$ cat src/rtl/lut_cfg_pkg.sv
// Shared types and sizing helpers for the LUT configuration loader.
// Holds the loader FSM state enum and counter-width helpers.
package lut_cfg_pkg;

    typedef enum logic [1:0] {
        S_IDLE,
        S_SHIFT,
        S_COMMIT,
        S_DONE
    } state_e;

    // Counter width for n distinct values, never below one bit.
    function automatic int cnt_w(input int n);
        return (n <= 1) ? 1 : $clog2(n);
    endfunction

    function automatic int words_per_frame(
        input int mem_size,
        input int word_w
    );
        return mem_size / word_w;
    endfunction

endpackage

$ cat src/rtl/lut_cfg_shifter.sv
// Word-to-frame assembly register for the LUT configuration loader.
// Ports: clk_i, rst_ni (async, active-low); word_i/parity_i stream word;
//   we_i write strobe, idx_i word slot, clr_i clears the frame-bad flag;
//   frame_o assembled frame; bad_o frame-bad including the word now
//   being written. Parity checking exists only with LUT_CFG_PARITY_EN.
module lut_cfg_shifter
    import lut_cfg_pkg::*;
#(
    parameter int MEM_SIZE = 16,
    parameter int WORD_W   = 8,
    parameter int WPF      = 2,
    parameter int WCW      = 1
) (
    input  logic                clk_i,
    input  logic                rst_ni,
    input  logic [WORD_W-1:0]   word_i,
    input  logic                parity_i,
    input  logic                we_i,
    input  logic [WCW-1:0]      idx_i,
    input  logic                clr_i,
    output logic [MEM_SIZE-1:0] frame_o,
    output logic                bad_o
);

    logic [MEM_SIZE-1:0] frame_q;

    always_ff @(posedge clk_i or negedge rst_ni) begin
        if (!rst_ni) begin
            frame_q <= '0;
        end else if (we_i) begin
            for (int k = 0; k < WPF; k++) begin
                if (idx_i == WCW'(k)) begin
                    frame_q[k*WORD_W +: WORD_W] <= word_i;
                end
            end
        end
    end

    assign frame_o = frame_q;

`ifdef LUT_CFG_PARITY_EN
    logic bad_q;
    logic word_bad;

    // Even parity: {word, parity} must XOR to zero.
    assign word_bad = we_i & (^{word_i, parity_i});

    always_ff @(posedge clk_i or negedge rst_ni) begin
        if (!rst_ni) begin
            bad_q <= 1'b0;
        end else if (clr_i) begin
            bad_q <= 1'b0;
        end else if (word_bad) begin
            bad_q <= 1'b1;
        end
    end

    // Include the current word so the last word of a frame
    // already counts when the commit strobe is registered.
    assign bad_o = bad_q | word_bad;
`else
    logic unused_ok;
    assign unused_ok = ^{parity_i, clr_i};
    assign bad_o     = 1'b0;
`endif

endmodule

$ cat src/rtl/lut_config_loader.sv
// Configuration sequencer: packs stream words into LUT frames and
// writes each frame into one LUT of the bank, LUT 0 first.
// Ports: config_clk, config_rst_n (async, active-low); start;
//   in_data/in_parity/in_valid/in_ready word stream; cfg_data frame,
//   cfg_en one-hot LUT strobe; busy, done pulse, err sticky flag.
// Optional parity checking is enabled with LUT_CFG_PARITY_EN.
module lut_config_loader
    import lut_cfg_pkg::*;
#(
    parameter int INPUTS   = 4,
    parameter int MEM_SIZE = 2**INPUTS,
    parameter int WORD_W   = 8,
    parameter int NUM_LUTS = 4
) (
    input  logic                config_clk,
    input  logic                config_rst_n,
    input  logic                start,
    input  logic [WORD_W-1:0]   in_data,
    input  logic                in_parity,
    input  logic                in_valid,
    output logic                in_ready,
    output logic [MEM_SIZE-1:0] cfg_data,
    output logic [NUM_LUTS-1:0] cfg_en,
    output logic                busy,
    output logic                done,
    output logic                err
);

    localparam int WPF = words_per_frame(MEM_SIZE, WORD_W);
    localparam int WCW = cnt_w(WPF);
    localparam int LCW = cnt_w(NUM_LUTS);

    state_e              state_q;
    logic [WCW-1:0]      wcnt_q;
    logic [LCW-1:0]      lut_q;
    logic                in_ready_q;
    logic [NUM_LUTS-1:0] cfg_en_q;
    logic                busy_q;
    logic                done_q;
    logic                err_q;

    logic accept;
    logic last_word;
    logic last_lut;
    logic sh_clr;
    logic frame_bad;

    assign accept    = (state_q == S_SHIFT) & in_valid & in_ready_q;
    assign last_word = (wcnt_q == WCW'(WPF - 1));
    assign last_lut  = (lut_q == LCW'(NUM_LUTS - 1));
    assign sh_clr    = ((state_q == S_IDLE) & start)
                     | (state_q == S_COMMIT);

    lut_cfg_shifter #(
        .MEM_SIZE (MEM_SIZE),
        .WORD_W   (WORD_W),
        .WPF      (WPF),
        .WCW      (WCW)
    ) u_shifter (
        .clk_i    (config_clk),
        .rst_ni   (config_rst_n),
        .word_i   (in_data),
        .parity_i (in_parity),
        .we_i     (accept),
        .idx_i    (wcnt_q),
        .clr_i    (sh_clr),
        .frame_o  (cfg_data),
        .bad_o    (frame_bad)
    );

    always_ff @(posedge config_clk or negedge config_rst_n) begin
        if (!config_rst_n) begin
            state_q    <= S_IDLE;
            wcnt_q     <= '0;
            lut_q      <= '0;
            in_ready_q <= 1'b0;
            cfg_en_q   <= '0;
            busy_q     <= 1'b0;
            done_q     <= 1'b0;
            err_q      <= 1'b0;
        end else begin
            cfg_en_q <= '0;
            done_q   <= 1'b0;
            unique case (state_q)
                S_IDLE: begin
                    if (start) begin
                        state_q    <= S_SHIFT;
                        wcnt_q     <= '0;
                        lut_q      <= '0;
                        err_q      <= 1'b0;
                        busy_q     <= 1'b1;
                        in_ready_q <= 1'b1;
                    end
                end
                S_SHIFT: begin
                    if (accept) begin
                        if (last_word) begin
                            state_q    <= S_COMMIT;
                            in_ready_q <= 1'b0;
                            // A bad frame is never written.
                            if (!frame_bad) begin
                                cfg_en_q <= NUM_LUTS'(1) << lut_q;
                            end
                        end else begin
                            wcnt_q <= wcnt_q + WCW'(1);
                        end
                    end
                end
                S_COMMIT: begin
                    if (frame_bad || last_lut) begin
                        state_q <= S_DONE;
                        done_q  <= 1'b1;
                        err_q   <= frame_bad;
                    end else begin
                        state_q    <= S_SHIFT;
                        lut_q      <= lut_q + LCW'(1);
                        wcnt_q     <= '0;
                        in_ready_q <= 1'b1;
                    end
                end
                S_DONE: begin
                    state_q <= S_IDLE;
                    busy_q  <= 1'b0;
                end
            endcase
        end
    end

    assign in_ready = in_ready_q;
    assign cfg_en   = cfg_en_q;
    assign busy     = busy_q;
    assign done     = done_q;
    assign err      = err_q;

endmodule

$ cat config.mk
export PLATFORM = sky130hd
export DESIGN_NAME = lut_config_loader
export DESIGN_NICKNAME = d
export VERILOG_FILES = /design/src/rtl/lut_cfg_pkg.sv /design/src/rtl/lut_cfg_shifter.sv /design/src/rtl/lut_config_loader.sv
export SDC_FILE = /design/constraint.sdc
export NUM_CORES = 1
export LEC_CHECK = 0
export BUFFER_PORTS_ARGS = -buffer_cell sky130_fd_sc_hd__buf_2
export CAP_MARGIN = 20
export CORE_MARGIN = 2
export CORE_UTILIZATION = 25
export CTS_BUF_LIST = sky130_fd_sc_hd__clkbuf_16
export CTS_CLUSTER_SIZE = 14
export DETAILED_ROUTE_END_ITERATION = 12
export PLACE_DENSITY_LB_ADDON = 0.15
export SLEW_MARGIN = 20
export SYNTH_ARGS = -nofsm -noshare
export SYNTH_HDL_FRONTEND = slang
export SYNTH_SLANG_ARGS = --single-unit
$ cat constraint.sdc
create_clock -name config_clk -period 1.25 [get_ports config_clk]
set_input_delay 0.0625 -clock config_clk [delete_from_list [all_inputs] [get_ports config_clk]]
set_output_delay 0.0625 -clock config_clk [all_outputs]
set_load 0.05 [all_outputs]
==> flow_summary.ini <==
[worst_setup_path]
ff2ff_setup_slack_ns = -0.09
reg2reg_from = state_q[1]$_DFFE_PN0P_
worstPathCellList = or3_4 -> mux2_4
r2r-end = u_shifter.frame_o[15]$_DFFE_PN0P_
slowest_delay_ns = 0.46
setup.worst_path.start = state_q[1]$_DFFE_PN0P_
cp_data_required_time_ns = 1.39
slowest_stage = dfrtp_2
reg2reg_depth = 2
crit_type = reg2reg
worst_setup_path_end_kind = flip-flop
endpoint = u_shifter.frame_o[15]$_DFFE_PN0P_
cp_max_fo = 5
worstPathArrival_ns = 1.48
startpoint_type = flip-flop

[flow_run]
maxCapViolations = 0

[final_layout]
areaGrowthSynthToFinish_pct = 44.6
fill_cells = 441
drive_gt1_share_pct = 56.9
antenna_cells = 0
final_nets = 155

[place]
io_buffers = 34
dp_hpwl_um = 1670
gp_congestion = 0.687
place_ws_ns = -0.0980

[synthesis]
synth_edf_count = 0
async_flop_share_pct = 100
netlist_area_mm2 = 0.00117
synthFlopType = dfrtp_1
syn_inst = 88
yosys.area.top_type = dfrtp_1
syn-num-nets = 105
yosysUniqueCellTypes = 23
postSynthAreaPerCell_um2 = 13.4
synth_top_area_share_pct = 59.6
yosysSeqAreaShare_pct = 59.6
synthTopCellsByArea = dfrtp_1 60%, mux2_2 12%, ha_1 4.3%
yosysWarnings = 0
ys_seq_elements = 28

[sta]
finalCritPeriodShare_pct = 107
clock_skew_ns = 0.00530
rsz0062_at_grt = true
setup_violations = 16
fin_crit_ns = 1.34
hold_viol = 0
slew_viol_final = 0
fin_tns_setup_ns = -0.465
setup_slack_ns = -0.0898
max_freq_ghz = 0.746

[cts]
cts_buffers = 3
cts.sinks = 28
clockBufferDepth = 2
root_buffer = clkbuf_16
clk_latency_ns = 0.26
cts_tree = done
htree_levels = 1
clkSlewWorstSetupHoldPaths_ns = 0.06

[die]
die_w_um = 72.6
dieArea_mm2 = 0.00526
start_util_pct = 26.4
die_h_um = 72.6
design.core.area_mm2 = 0.00444
io_pins = 37
row_count = 24

[global_routing]
grt_overflow_total = 0
antenna_found_initial = 0
grt_pass1_vias = 867
grt_max_degree = 29
grt_pass1_wl_um = 4260
track_usage_pct = 10.3

[worst_hold_path]
holdCritPathClass = in2reg

[power]
vdd_drop_max_mv = 0.911
p_leak_nw = 0.840
total_power_mw = 5.26
p_per_area_mw_per_mm2 = 3090

[outcome]
violations = setup timing
run_status = complete, but fails checks

[detailed_routing]
drc = 0
vias = 805
avgRoutedWirePerCell_um = 12.9
dr.pass1.iters = 4
viasPerCell = 4.26
drtIter0Drc = 15
ant_nets = 0
finalWirelength_um = 2440
-- state kept, by name, summed over array words and instances (netlist names) --
signal             count
busy                   1
cfg_en                 4
done                   1
in_ready               1
last_word              1
lut_q                  2
state_q                2
u_shifter.frame_o     16
-- cell usage after synthesis, drive strengths merged, types with 2 or more instances --
cell type  instances
o2bb2ai            2
and2               4
nor2               3
buf                3
inv                6
nor3               4
a21oi              3
mux2              16
dfrtp             28
o21ai              8
ha                 4
-- report_power, final --
part           leakage [nW]  internal (mW)  switching, mW  total, mW
Combinational         0.450           1.04           1.72       2.76
Sequential            0.339           1.30          0.269       1.57
Clock                0.0511          0.637          0.294      0.931
-- cell families after synthesis --
group / after synthesis / synth area share (%)
DFF: 28 / 59.6
muxes: 16 / 16.3
AOI/OAI and AO/OA: 15 / 7.46
and+or+nand+nor: 14 / 8.31
buffers and inverters: 10 / 3.73
adders and majority gates: 4 / 4.26
other: 1 / 0.319
-- worst min path at each step --
stage	slack (ns)	start	depth (start not counted)	end
after floorplan	-0.23	config_rst_n	0	busy$_DFFE_PN0P_
after global placement	0.09	config_rst_n	2	u_shifter.frame_o[1]$_DFFE_PN0P_
after detailed placement	0.09	config_rst_n	2	u_shifter.frame_o[1]$_DFFE_PN0P_
after CTS	0.04	in_data[5]	2	u_shifter.frame_o[5]$_DFFE_PN0P_
after global routing	0.05	in_data[1]	2	u_shifter.frame_o[1]$_DFFE_PN0P_
final	0.05	in_data[2]	2	u_shifter.frame_o[10]$_DFFE_PN0P_
-- repair_timing --
action                     CTS  global route
hold endpoints to repair    28             0
setup endpoints to repair   16            20
setup buffers                3             2
hold buffers                 1             0
resized for setup           14             4
-- through the flow --
stage	std cells	area (um2)	utilization (%)	hold WS [ns]
2_1_floorplan	88	1190	-	-0.233
3_3_place_gp	179	1490	33.4	0.0886
3_5_place_dp	179	1490	33.4	0.0924
4_1_cts	187	1680	37.7	0.0429
5_1_grt	189	1700	38.2	0.0537
6_report	189	1700	38.2	0.0535
-- layout by cell type (no fill, tap or decap), drive strengths merged --
| cell | Yosys | routed |
|---|---|---|
| a21oi | 3 | 3 |
| and2 | 4 | 4 |
| nand3 | 1 | 1 |
| a22oi | 1 | 1 |
| o21ai | 8 | 8 |
| a211oi | 1 | 1 |
| nand2 | 1 | 1 |
| clkbuf | 1 | 3 |
| bufinv | 0 | 1 |
| dlygate4sd3 | 0 | 1 |
| dfrtp | 28 | 28 |
| conb | 1 | 1 |
| mux2 | 16 | 16 |
| nor2 | 3 | 3 |
| inv | 6 | 6 |
| buf | 3 | 48 |
| ha | 4 | 4 |
| nor3 | 4 | 4 |
| or3 | 1 | 1 |
| o2bb2ai | 2 | 2 |
-- critical path: cells and delay by family, from the launching register on --
family / cells / cell delay [ns]
and+or+nand+nor: 1 / 0.45
muxes: 1 / 0.31
DFF: 1 / 0.46
-- area by class of cell --
cell class              count  area, um2  area share (%)
clock buffers               3       75.1            4.42
clock inverters             1       30.0            1.77
inverters                   6       22.5            1.33
multi-input cells          50        500            29.5
flip-flops and latches     28        704            41.5
well taps                  52       65.1            3.83
repair buffers             49        302            17.7
-- routing by layer --
| layer | track usage (%) | vias up | routed length (um) |
|---|---|---|---|
| met5 | 0 | - | 0 |
| met4 | 3.70 | 0 | 19 |
| met3 | 1.94 | 2 | 132 |
| met2 | 16.3 | 22 | 1110 |
| met1 | 14.1 | 386 | 1180 |
| li1 | - | 395 | - |
Note: power is estimated with default switching activity, not from simulation.
